===== src/rtl/seg_pkg.sv =====
// Shared constants and types for the 4-digit common-anode 7-segment scan driver.
// Segment patterns are active-low, bit order {g,f,e,d,c,b,a}.
package seg_pkg;

    localparam int NUM_DIGITS = 4;

    localparam logic [6:0] SEG_0     = 7'h40;
    localparam logic [6:0] SEG_1     = 7'h79;
    localparam logic [6:0] SEG_2     = 7'h24;
    localparam logic [6:0] SEG_3     = 7'h30;
    localparam logic [6:0] SEG_4     = 7'h19;
    localparam logic [6:0] SEG_5     = 7'h12;
    localparam logic [6:0] SEG_6     = 7'h02;
    localparam logic [6:0] SEG_7     = 7'h78;
    localparam logic [6:0] SEG_8     = 7'h00;
    localparam logic [6:0] SEG_9     = 7'h10;
    localparam logic [6:0] SEG_A     = 7'h08;
    localparam logic [6:0] SEG_B     = 7'h03;
    localparam logic [6:0] SEG_C     = 7'h46;
    localparam logic [6:0] SEG_D     = 7'h21;
    localparam logic [6:0] SEG_E     = 7'h06;
    localparam logic [6:0] SEG_F     = 7'h0E;
    localparam logic [6:0] SEG_BLANK = 7'h7F;
    localparam logic [6:0] SEG_DASH  = 7'h3F;

    typedef struct packed {
        logic [15:0] val;
        logic        hex;
    } disp_t;

endpackage


===== src/rtl/seg7_decode.sv =====
// Combinational nibble-to-segment decoder: HEX shows 0-F, DEC shows '-' for nibbles above 9.
// A blank request overrides everything and turns all segments off.
module seg7_decode
    import seg_pkg::*;
(
    input  logic [3:0] nibble,
    input  logic       hex,
    input  logic       blank,
    output logic [6:0] seg
);

    // NOTE: seg gets a default before any branch so no path leaves it unassigned (no latch).
    always_comb begin
        seg = SEG_BLANK;
        if (blank) begin
            seg = SEG_BLANK;
        end else if (!hex && (nibble > 4'd9)) begin
            seg = SEG_DASH;
        end else begin
            case (nibble)
                4'h0: seg = SEG_0;
                4'h1: seg = SEG_1;
                4'h2: seg = SEG_2;
                4'h3: seg = SEG_3;
                4'h4: seg = SEG_4;
                4'h5: seg = SEG_5;
                4'h6: seg = SEG_6;
                4'h7: seg = SEG_7;
                4'h8: seg = SEG_8;
                4'h9: seg = SEG_9;
                4'hA: seg = SEG_A;
                4'hB: seg = SEG_B;
                4'hC: seg = SEG_C;
                4'hD: seg = SEG_D;
                4'hE: seg = SEG_E;
                4'hF: seg = SEG_F;
                default: seg = SEG_BLANK;
            endcase
        end
    end

endmodule


===== src/rtl/seg_scan_driver.sv =====
// Time-multiplexed 4-digit 7-segment driver with anti-ghost guard band and frame-aligned updates.
// Optional build macro LEADING_ZERO_BLANK_EN: blank leading-zero digits 3..1 (digit 0 always shown).
module seg_scan_driver
    import seg_pkg::*;
#(
    parameter int REFRESH_DIV = 100000,
    parameter int GUARD_CYC   = 4
) (
    input  logic        CLK,
    input  logic        R,
    input  logic [15:0] value_i,
    input  logic        hex_i,
    input  logic        load_i,
    output logic [3:0]  anode,
    output logic [6:0]  cathode,
    output logic        frame_o
);

    localparam int CW = $clog2(REFRESH_DIV);
    localparam int IW = $clog2(NUM_DIGITS);

    logic [CW-1:0] cnt;
    logic [IW-1:0] idx;
    disp_t         pending;
    disp_t         shadow;
    disp_t         incoming;
    logic          pend_vld;

    logic          slot_end;
    logic          boundary;
    logic          pre_boundary;
    logic          in_guard;
    logic          lz_blank;
    logic [3:0]    nibble;
    logic [6:0]    dec_seg;

    assign incoming     = {value_i, hex_i};
    assign slot_end     = (cnt == CW'(REFRESH_DIV - 1));
    assign boundary     = slot_end && (idx == IW'(NUM_DIGITS - 1));
    // frame_o is registered, so it is raised one cycle early to coincide with the boundary cycle.
    assign pre_boundary = (cnt == CW'(REFRESH_DIV - 2)) && (idx == IW'(NUM_DIGITS - 1));
    assign in_guard     = (32'(cnt) < GUARD_CYC);
    assign nibble       = shadow.val[{idx, 2'b00} +: 4];

`ifdef LEADING_ZERO_BLANK_EN
    assign lz_blank = (idx != '0) && ((shadow.val >> {idx, 2'b00}) == 16'h0);
`else
    assign lz_blank = 1'b0;
`endif

    seg7_decode u_decode (
        .nibble (nibble),
        .hex    (shadow.hex),
        .blank  (lz_blank),
        .seg    (dec_seg)
    );

    // NOTE: all state here is sequential, so every assignment uses <= to avoid ordering races.
    always_ff @(posedge CLK) begin
        if (!R) begin
            cnt      <= '0;
            idx      <= '0;
            anode    <= 4'b1111;
            cathode  <= SEG_BLANK;
            frame_o  <= 1'b0;
            pending  <= '{val: 16'h0, hex: 1'b1};
            shadow   <= '{val: 16'h0, hex: 1'b1};
            pend_vld <= 1'b0;
        end else begin
            cnt     <= slot_end ? '0 : cnt + 1'b1;
            if (slot_end) begin
                idx <= idx + 1'b1;
            end
            frame_o <= pre_boundary;

            if (in_guard) begin
                anode   <= 4'b1111;
                cathode <= SEG_BLANK;
            end else begin
                anode   <= ~(4'b0001 << idx);
                cathode <= dec_seg;
            end

            if (load_i) begin
                pending <= incoming;
            end
            // Shadow only changes at the frame boundary so one frame never mixes two values.
            if (boundary) begin
                if (load_i) begin
                    shadow <= incoming;
                end else if (pend_vld) begin
                    shadow <= pending;
                end
                pend_vld <= 1'b0;
            end else if (load_i) begin
                pend_vld <= 1'b1;
            end
        end
    end

endmodule

===== config.mk =====
export PLATFORM = sky130hd
export DESIGN_NAME = seg_scan_driver
export DESIGN_NICKNAME = d
export VERILOG_FILES = /design/src/rtl/seg_pkg.sv /design/src/rtl/seg7_decode.sv /design/src/rtl/seg_scan_driver.sv
export SDC_FILE = /design/constraint.sdc
export NUM_CORES = 1
export LEC_CHECK = 0
export CAP_MARGIN = 15
export CORE_ASPECT_RATIO = 1.25
export CORE_MARGIN = 1.5
export CORE_UTILIZATION = 37
export CTS_BUF_LIST = sky130_fd_sc_hd__clkbuf_8 sky130_fd_sc_hd__clkbuf_16
export DETAILED_ROUTE_END_ITERATION = 8
export GPL_TIMING_DRIVEN = 1
export PLACE_DENSITY = 0.62
export SLEW_MARGIN = 20
export SYNTH_ARGS = -nofsm -noshare
export SYNTH_HDL_FRONTEND = slang
export SYNTH_HIERARCHICAL = 1
export SYNTH_SLANG_ARGS = --single-unit

===== constraint.sdc =====
create_clock -name CLK -period 3.5 [get_ports CLK]
set_clock_uncertainty 0.15 [all_clocks]
set_input_delay 0.875 -clock CLK [delete_from_list [all_inputs] [get_ports CLK]]
set_output_delay 0.875 -clock CLK [all_outputs]
set_load 0.02 [all_outputs]

==> impl_metrics.env <==
export IMPL_multi_input_area_sq_um=1620
export IMPL_grt_pass1_vias=1987
export IMPL_hpwl_um=3870
export IMPL_clock_latency_ns=0.33
export IMPL_num_vias=2087
export IMPL_cts_root_buf="clkbuf_8"
export IMPL_synth_edff_count=0
export IMPL_pwr_density_cell_nw_per_um2=389
export IMPL_synthToLayoutAreaGrowth_pct=17.6
export IMPL_drt_vias_per_instance=4.84
export IMPL_drtPass1Iterations=6
export IMPL_fp_dieH_um=105
export IMPL_fin_crit_sh_pct=73.2
export IMPL_endpoint_kind="flop"
export IMPL_yosysTopAreaCellShare_pct=43.2
export IMPL_final_layout_size_suffix_gt1_share_pct=14.6
export IMPL_cp_data_arrival_time_ns=2.64
export IMPL_drc=0
export IMPL_max_cap_viol_count=0
export IMPL_rows=36
export IMPL_worst_hold_path_endpoint="pending[0]$_SDFFE_PN1P_"
export IMPL_hold_path_depth=2
export IMPL_r2r_slack_ns=0.94
export IMPL_hold_viol_final=0
export IMPL_busiest_layer="met2"
export IMPL_finalCriticalPeriod_ns=2.56
export IMPL_r2r_end="cathode[2]$_SDFF_PP1_"
export IMPL_rsz0062_at_grt="false"
export IMPL_wl_per_cell_um=12.9
export IMPL_regArea_sq_um=1320
export IMPL_worst_path_dominant_cell_family="multiplexers"
export IMPL_post_cts_buffers=0
export IMPL_ios=32
export IMPL_die_area_sq_um=8830
export IMPL_start_util_pct=38.6
export IMPL_cp_data_required_time_ns=3.58
export IMPL_synth_top_cell_by_area="dfxtp_1"
export IMPL_placed_cells=415
export IMPL_ys_seq_elements=66
export IMPL_syn_area_sq_um=3060
export IMPL_cp_num_buf_inv=1
export IMPL_p_leak_nw=1.37
export IMPL_core_sq_um=7930
export IMPL_drt_iter0_markers=118
export IMPL_rr_worst_depth=7
export IMPL_critPathLaunchType="flop"
export IMPL_crit_path_cell_trace="mux4_2, inv_1, ha_1, o21bai_4, a31oi_4, o221ai_2, nand2b_1"
export IMPL_port_buffers=31
export IMPL_htree_levels=3
export IMPL_outcome="finished, final reports clean"
export IMPL_pre_cts_ws_ns=0.697
export IMPL_grtUsageMet3_pct=3.48
export IMPL_grt_max_degree=26
export IMPL_path_max_fanout=8
export IMPL_crit_type="flop to flop"
export IMPL_ys_seq_area_share_pct=43.2
export IMPL_syn_instance_count=299
export IMPL_ys_flop_type="dfxtp_1"
export IMPL_place_congestion=0.790
export IMPL_fmax_mhz=390
export IMPL_met2_usage_pct=20.6
export IMPL_cts_tree="yes"
export IMPL_ir_drop_v=0.000310
export IMPL_hold_buffers=0
export IMPL_grt_use_met1_pct=17.9
export IMPL_antenna_found_initial=0
export IMPL_finalSetupTns_ns=0
export IMPL_yosysWarnings=6
export IMPL_layout_cells_non_filler=431
export IMPL_setup_viol=0
export IMPL_critPathMaxStageDelay_ns=0.64
export IMPL_cts_repair_resized=0
export IMPL_async_flop_share_pct=0
export IMPL_hp_class="flop to flop"
export IMPL_grt_overflow=0
export IMPL_clock_sinks=66
export IMPL_worstReg2RegStart="idx[0]$_SDFFE_PN0P_"
export IMPL_worst_pin_slew_ns=0.988
export IMPL_diodes=0
export IMPL_antenna_left=0
export IMPL_hp_start="pending[0]$_SDFFE_PN1P_"
export IMPL_critPathSlowestCell="mux4_2"
export IMPL_grt_pass1_wl_um=9470
export IMPL_slew_violations=0
export IMPL_cts_clk_slew_worst_paths_ns=0.07
export IMPL_p_total_w=0.00140
export IMPL_grt_use_total_pct=13.6
export IMPL_clk_path_buf_depth=2
export IMPL_nets=364
export IMPL_fillCellCount=760
export IMPL_routed_wirelength_um=5560
export IMPL_fin_ws_ns=0.938
export IMPL_ys_top_cells_by_area="dfxtp_1 (43%), mux2i_1 (6.9%), ha_1 (5.3%), mux2_4 (4.9%), nor2_1 (4.4%)"
export IMPL_timing_hold_ws_ns=0.319
export IMPL_die_x_um=84.4
export IMPL_ys_types=45
export IMPL_relSlewSlack_pct=33.7
export IMPL_avgSynthCellArea_sq_um=10.2
export IMPL_cts_buffers=9
layer usage:
metal | part of all wire [%] | up-vias
met4 | 1.8 | 0
met2 | 44 | 47
li1 | - | 1082
met3 | 4.0 | 6
met1 | 50 | 952
met5 | 0 | -
area by class of cell:
cell class,instances,share of cell area (%)
Inverter,10,1.04
Multi-Input combinational cell,209,45.0
Clock buffer,10,3.82
Tap cell,95,3.30
Sequential cell,66,36.7
Timing Repair Buffer,35,9.45
Clock inverter,6,0.730
tightest hold or removal path, cell delays in order, from the launching register on:
cell,delay (ns)
dfxtp_1,0.31
mux2i_1,0.06
nand2_1,0.07
where the power goes:
group          total [W]  internal, W  leakage, nW  switching [W]
sequential      0.000775     0.000768        0.537     0.00000703
clock           0.000543     0.000265       0.0996       0.000278
combinational  0.0000822    0.0000432        0.734      0.0000389
through the flow:
stage	cell area, sq um	utilization, %
2_1_floorplan	3070	-
6_report	3600	45.4
4_1_cts	3600	45.4
3_3_place_gp	3440	43.4
5_1_grt	3600	45.4
3_5_place_dp	3440	43.4
state kept, by name (all words and copies together) (netlist names):
| name | count |
|---|---|
| shadow | 17 |
| frame_o | 1 |
| pending | 17 |
| pend_vld | 1 |
| cnt | 17 |
| cathode | 7 |
| anode | 4 |
| idx | 2 |
logic make-up (layout without fill, tap and decap cells):
family / Yosys count / after routing / share of synthesized area, %
XOR/XNOR: 13 / 13 / 3.72
multiplexers: 44 / 44 / 18.0
AO/OA/AOI/OAI: 21 / 21 / 5.48
other: 1 / 2 / 0.122
buffers and inverters: 25 / 61 / 4.09
flip-flops: 66 / 66 / 43.2
AND/OR/NAND/NOR: 116 / 116 / 20.1
adder cells (fa/ha/maj): 13 / 13 / 5.31
synthesized netlist by cell type, types with 2 or more instances:
master and number:
mux2i_1 21, o211ai_1 2, ha_1 13, mux4_2 4, nand3_1 4, o21ai_0 4
o21ai_1 3, buf_2 3, nand2_1 20, nor4_1 7, and2_1 17, nor3_1 6
xnor2_1 12, a21oi_1 3, nand4_1 6, nor2_1 36, dfxtp_1 66, clkbuf_1 8
a41oi_1 2, mux2_2 9, a211oi_1 2, mux2_4 10, nor4_4 2, nand2b_1 9
buf_6 2, inv_1 9
worst max path at each step:
stage | startpoint | to | slack [ns] | cells after the start
6_report | idx[0]$_SDFFE_PN0P_ | cathode[2]$_SDFF_PP1_ | 0.94 | 7
5_1_grt | idx[0]$_SDFFE_PN0P_ | cathode[0]$_SDFF_PP1_ | 0.78 | 7
4_1_cts | idx[0]$_SDFFE_PN0P_ | cathode[2]$_SDFF_PP1_ | 0.90 | 7
3_5_place_dp | R | anode[3]$_SDFF_PP1_ | 0.70 | 5
3_3_place_gp | R | anode[3]$_SDFF_PP1_ | 0.78 | 5
2_1_floorplan | load_i | shadow[10]$_SDFFE_PN0P_ | 1.05 | 5
cell usage in the layout (no fill, tap or decap), types with 2 or more instances in the layout:
cell	count
nand4_1	6
nor3_1	6
nor4_1	7
inv_1	12
mux2i_1	21
clkdlybuf4s50_1	31
nand2b_1	9
nand3_1	4
a21oi_1	3
a211oi_1	2
nor4_4	2
ha_1	13
a41oi_1	2
o21ai_0	4
dfxtp_1	66
conb_1	2
and2_1	17
o21ai_1	3
mux2_4	10
buf_4	4
xnor2_1	12
mux4_2	4
clkinv_2	3
nor2_1	36
mux2_2	9
o211ai_1	2
clkbuf_8	10
nand2_1	20
No activity file was read; power rests on OpenSTA's default activity.
==> RTL edit 1: new RTL, same flow settings <==
The parameter `REFRESH_DIV` goes from 100000 to 200000.
--- a/src/rtl/seg_scan_driver.sv
+++ b/src/rtl/seg_scan_driver.sv
@@ -5,3 +5,3 @@
 #(
-    parameter int REFRESH_DIV = 100000,
+    parameter int REFRESH_DIV = 200000,
     parameter int GUARD_CYC   = 4
Function: same outputs for any inputs over 10 cycles, from zero or initial values; that may be too few to reach the edited logic, so the function may still have changed.
==> RTL edit 1 against the unedited design <==
The run now ends with design-rule violations left. Sequential cell count up 1. Routed wire length down 1.0%. First-iteration DRC count down 17%. Area after synthesis up 2.2%. Combinational power down 1%. Core utilization down 0.95 points. Largest cell class unchanged. Total power up 7.0%. Critical path type unchanged. Setup slack worse by 11 ps. Design area up 1.8%.
==> RTL edit 1: results (changes against the unedited design) <==
largest family of logic cells by synthesized area: simple AND/OR/NAND/NOR gates (unchanged)
nets: 366 (was 364)
fraction of layout cells with a size suffix above 1: 14.5% (was 14.6%)
failing checks: design-rule violations
Worst path max stage delay: 650 ps
peak supply drop: 0.181 mV (was 0.310 mV)
placed cells: 419 (was 415)
post-synthesis cell type count: 44 (was 45)
CP arrival: 2660 ps (was 2640 ps)
Via density: 4.79 (was 4.84)
Total GRT Usage: 13.4% (was 13.6%)
Reg clk slew, reported paths: 80 ps
Worst Path Max Fanout: 9 (was 8)
Post-synth top cells: dfxtp_1 (67), nor2_1 (38), mux2i_1 (19) (was dfxtp_1 (66), nor2_1 (36), mux2i_1 (21))
initial antenna violation count: 0 (unchanged)
area of the multi-input gates: 0.00165 mm^2 (was 0.00162 mm^2)
Avg Inst Size Synth: 10.3 um^2 (was 10.2 um^2)
biggest regs: cnt: 18 flops, pending: 17 flops, shadow: 17 flops (was cnt: 17 flops, pending: 17 flops, shadow: 17 flops)
WHS: 317 ps (was 319 ps)
RR Endpoint: cathode[2]$_SDFF_PP1_ (unchanged)
post-synthesis sequential area ratio: 42.9% (was 43.2%)
status: finished with violations (was finished, final reports clean)
first-pass GRT wire length: 9290 um (was 9470 um)
asr flop ratio synth: 0% (unchanged)
DRT Pass-1 Iters: 6 (unchanged)
Synth Area in Adders: 5.20% (was 5.31%)
reg-to-reg slack, setup: 930 ps
largest net degree at the start of global routing: 24 (was 26)
drt initial violations: 98 (was 118)
worst slew pin tran: 694 ps (was 988 ps)
GP Congestion: 0.787 (was 0.790)
TritonCTS buffer count: 9 (unchanged)
Clock Latency Late Sink: 350 ps (was 330 ps)
Compound-Gate Fraction of Synth Area: 5.56% (was 5.48%)
largest cells by area after synthesis: dfxtp_1 (43%), mux2i_1 (6.1%), ha_1 (5.2%) (was dfxtp_1 (43%), mux2i_1 (6.9%), ha_1 (5.3%))
xor and xnor area share after synthesis: 3.92% (was 3.72%)
final wirelength: 5500 um (was 5560 um)
worst reg2reg path depth: 7 (unchanged)
leakage power figure: 1.49 nW (was 1.37 nW)
Slowest-stage cell, CP: mux4_2 (unchanged)
vias in the first global route: 1,974 (was 1,987)
placed inst area: 0.00347 mm^2 (was 0.00344 mm^2)
multiplexer share of the synthesized area: 17.0% (was 18.0%)
count of non-filler cells in the finished layout: 435 (was 431)
fillers: 812 (was 760)
post-CTS setup buffers: 0 (unchanged)
DP HPWL: 3810 um (was 3870 um)
drt drc: 1 (was 0)
## RTL edit 1: logic make-up (layout without fill, tap and decap cells)
kind of cell,Yosys count,count (layout)
other,1,2
AND/OR/NAND/NOR,120,120
flip-flops,67,67
multiplexers,42,42
XOR/XNOR,14,14
adder cells (fa/ha/maj),13,13
buffers and inverters,25,57
AO/OA/AOI/OAI,23,23
## RTL edit 1: power breakdown
group          switching, W  internal [W]   total, W  leakage (nW)
combinational     0.0000384     0.0000426  0.0000810         0.849
sequential       0.00000697      0.000779   0.000786         0.545
clock              0.000304      0.000327   0.000631         0.101
total              0.000350       0.00115    0.00150          1.49
## RTL edit 1: worst max-delay path by stage
stage	end	startpoint	slack, ps	cells past startpoint
after floorplan	shadow[10]$_SDFFE_PN0P_	load_i	850	6
after global placement	shadow[13]$_SDFFE_PN0P_	load_i	830	4
after detailed placement	shadow[7]$_SDFFE_PN0P_	load_i	810	4
after CTS	cathode[2]$_SDFF_PP1_	idx[0]$_SDFFE_PN0P_	850	7
after global routing	cathode[4]$_SDFF_PP1_	idx[0]$_SDFFE_PN0P_	670	7
final	cathode[2]$_SDFF_PP1_	idx[0]$_SDFFE_PN0P_	930	7
## RTL edit 1: area by class of cell
type,count,area share [%]
timing repair buffer,33,8.88
tap,97,3.31
clock buffer,9,3.38
sequential,67,36.6
clock inverter,7,1.88
multi-input combinational,214,45.1
inverter,8,0.819
## RTL edit 1: worst max-delay path, delay by kind of cell (launching register included)
kind / cells / cell delay (ps)
flops: 1 / 600
fa+ha+maj: 1 / 280
buf+inv: 1 / 160
compound gates: 3 / 480
simple gates: 1 / 140
mux: 1 / 650
## RTL edit 1: routing by layer
layer | part of all wire [%] | routed length, um | vias to the layer above | GRT usage (%)
met2 | 43 | 2340 | 37 | 19.3
met1 | 51 | 2800 | 942 | 17.5
li1 | - | - | 1093 | -
met4 | 3.3 | 180 | 0 | 8.87
met5 | 0 | 0 | - | 0
met3 | 3.2 | 174 | 13 | 3.68
## RTL edit 1: metrics by stage
stage	setup slack [ps]	power [W]
finish	927	0.00150
global route	673	0.00156
CTS	852	0.00152
detailed placement	813	0.000886
global placement	826	0.000884
floorplan	848	0.000847
==> RTL edit 2: new RTL, config.mk and constraints unchanged <==
Made on the original files. Put one more register stage on the output `anode`. The value now appears one clock later. The other outputs are not delayed to match.
--- a/src/rtl/seg_scan_driver.sv
+++ b/src/rtl/seg_scan_driver.sv
@@ -20,2 +20,4 @@
     localparam int IW = $clog2(NUM_DIGITS);
+
+    logic [3:0] anode_s0;
 
@@ -62,3 +64,3 @@
             idx      <= '0;
-            anode    <= 4'b1111;
+            anode_s0 <= 4'b1111;
             cathode  <= SEG_BLANK;
@@ -76,6 +78,6 @@
             if (in_guard) begin
-                anode   <= 4'b1111;
+                anode_s0 <= 4'b1111;
                 cathode <= SEG_BLANK;
             end else begin
-                anode   <= ~(4'b0001 << idx);
+                anode_s0 <= ~(4'b0001 << idx);
                 cathode <= dec_seg;
@@ -100,2 +102,6 @@
 
+    always_ff @(posedge CLK) begin
+        anode <= anode_s0;
+    end
+
 endmodule
Behaviour: not the same (Yosys sat finds a counterexample within 4 cycles, from zero or initial values).
==> RTL edit 2 against the unedited design <==
Sequential cell count up 4. Worst hold slack lost 140 ps. Combinational power is 0.6% higher. Sequential power rose by 5.9%. Design area up 2.9%. Critical path depth stayed put. Clock power barely moved. Total power up 3.2%. Cell count increased by 1.9%. Setup slack worse by 71 ps. Routed wire length is 2.3% higher. Count of clock-buffer cells in the layout unchanged. Area after synthesis up 4.1%. Critical endpoint is now cathode[4]$_SDFF_PP1_.
==> RTL edit 2: results (changes against the unedited design) <==
first-pass GRT wire length: 9890 um (was 9470 um)
GR Util met3: 3.70% (was 3.48%)
CP arrival: 2710 ps (was 2640 ps)
Total GRT Usage: 13.9% (was 13.6%)
vias in the first global route: 2,100 (was 1,987)
fillers: 790 (was 760)
pre-CTS setup slack: 680 ps (was 697 ps)
placed inst area: 0.00354 mm^2 (was 0.00344 mm^2)
post-synthesis sequential area ratio: 44.0% (was 43.2%)
status: finished, final reports clean (unchanged)
metal3 WL: 187 um (was 223 um)
GRT met1 Usage: 17.2% (was 17.9%)
M1 WL: 2690 um (was 2770 um)
Post-synth top cells: dfxtp_1 (70), nor2_1 (36), mux2i_1 (21) (was dfxtp_1 (66), nor2_1 (36), mux2i_1 (21))
largest cells by area after synthesis: dfxtp_1 (44%), mux2i_1 (6.6%), ha_1 (5.1%) (was dfxtp_1 (43%), mux2i_1 (6.9%), ha_1 (5.3%))
DP HPWL: 4110 um (was 3870 um)
peak supply drop: 0.239 mV (was 0.310 mV)
Via density: 4.85 (was 4.84)
largest net degree at the start of global routing: 18 (was 26)
Sequential Power Share: 56.8% (was 55.3%)
final wirelength: 5690 um (was 5560 um)
met2 WL: 2730 um (was 2470 um)
GP Congestion: 0.833 (was 0.790)
DRT Pass-1 Iters: 4 (was 6)
P_sw: 0.000324 W (about the same)
Clk. pwr: 0.000541 W (was 0.000543 W)
GR Util met2: 22.4% (was 20.6%)
worst slew pin tran: 943 ps (was 988 ps)
drt initial violations: 82 (was 118)
asr flop ratio synth: 0% (unchanged)
RTL edit 2: critical path: stages (launching register included):
cell and delay (ps):
dfxtp_1 610, mux4_2 670, inv_1 160, ha_1 290
o21bai_4 100, a31oi_4 260, o211ai_1 130, nand2b_1 160
RTL edit 2: worst paths after layout:
kind | start | to | cells past startpoint
setup / recovery | idx[0]$_SDFFE_PN0P_ | cathode[4]$_SDFF_PP1_ | 7
hold / removal | anode_s0[3]$_SDFF_PP1_ | anode[3]$_DFF_P_ | 0
setup reg to reg | idx[0]$_SDFFE_PN0P_ | cathode[4]$_SDFF_PP1_ | 7
hold reg to reg | anode_s0[3]$_SDFF_PP1_ | anode[3]$_DFF_P_ | 0
RTL edit 2: layout make-up:
cell class	instances	area, um^2	share of cell area (%)
clock buffers	10	138	3.71
clock inverters	6	23.8	0.642
inverters	10	37.5	1.01
multi-input cells	209	1630	43.9
flip-flops and latches	70	1400	37.8
well taps	97	121	3.28
repair buffers	37	355	9.59
RTL edit 2: metrics by stage:
| step | power [W] | hold slack [ps] | std cells |
|---|---|---|---|
| 2_1_floorplan | 0.000888 | 160 | 305 |
| 3_3_place_gp | 0.000922 | 164 | 423 |
| 3_5_place_dp | 0.000924 | 162 | 423 |
| 4_1_cts | 0.00147 | 178 | 439 |
| 5_1_grt | 0.00151 | 189 | 439 |
| 6_report | 0.00144 | 177 | 439 |
RTL edit 2: logic make-up (layout without fill, tap and decap cells):
kind of cell	Yosys count	in the layout	synth area share, %
flops	70	70	44.0
compound gates	21	21	5.26
mux	44	44	17.3
buf+inv	26	63	5.10
fa+ha+maj	13	13	5.10
simple gates	116	116	19.6
other cells	1	2	0.118
xor+xnor	13	13	3.57
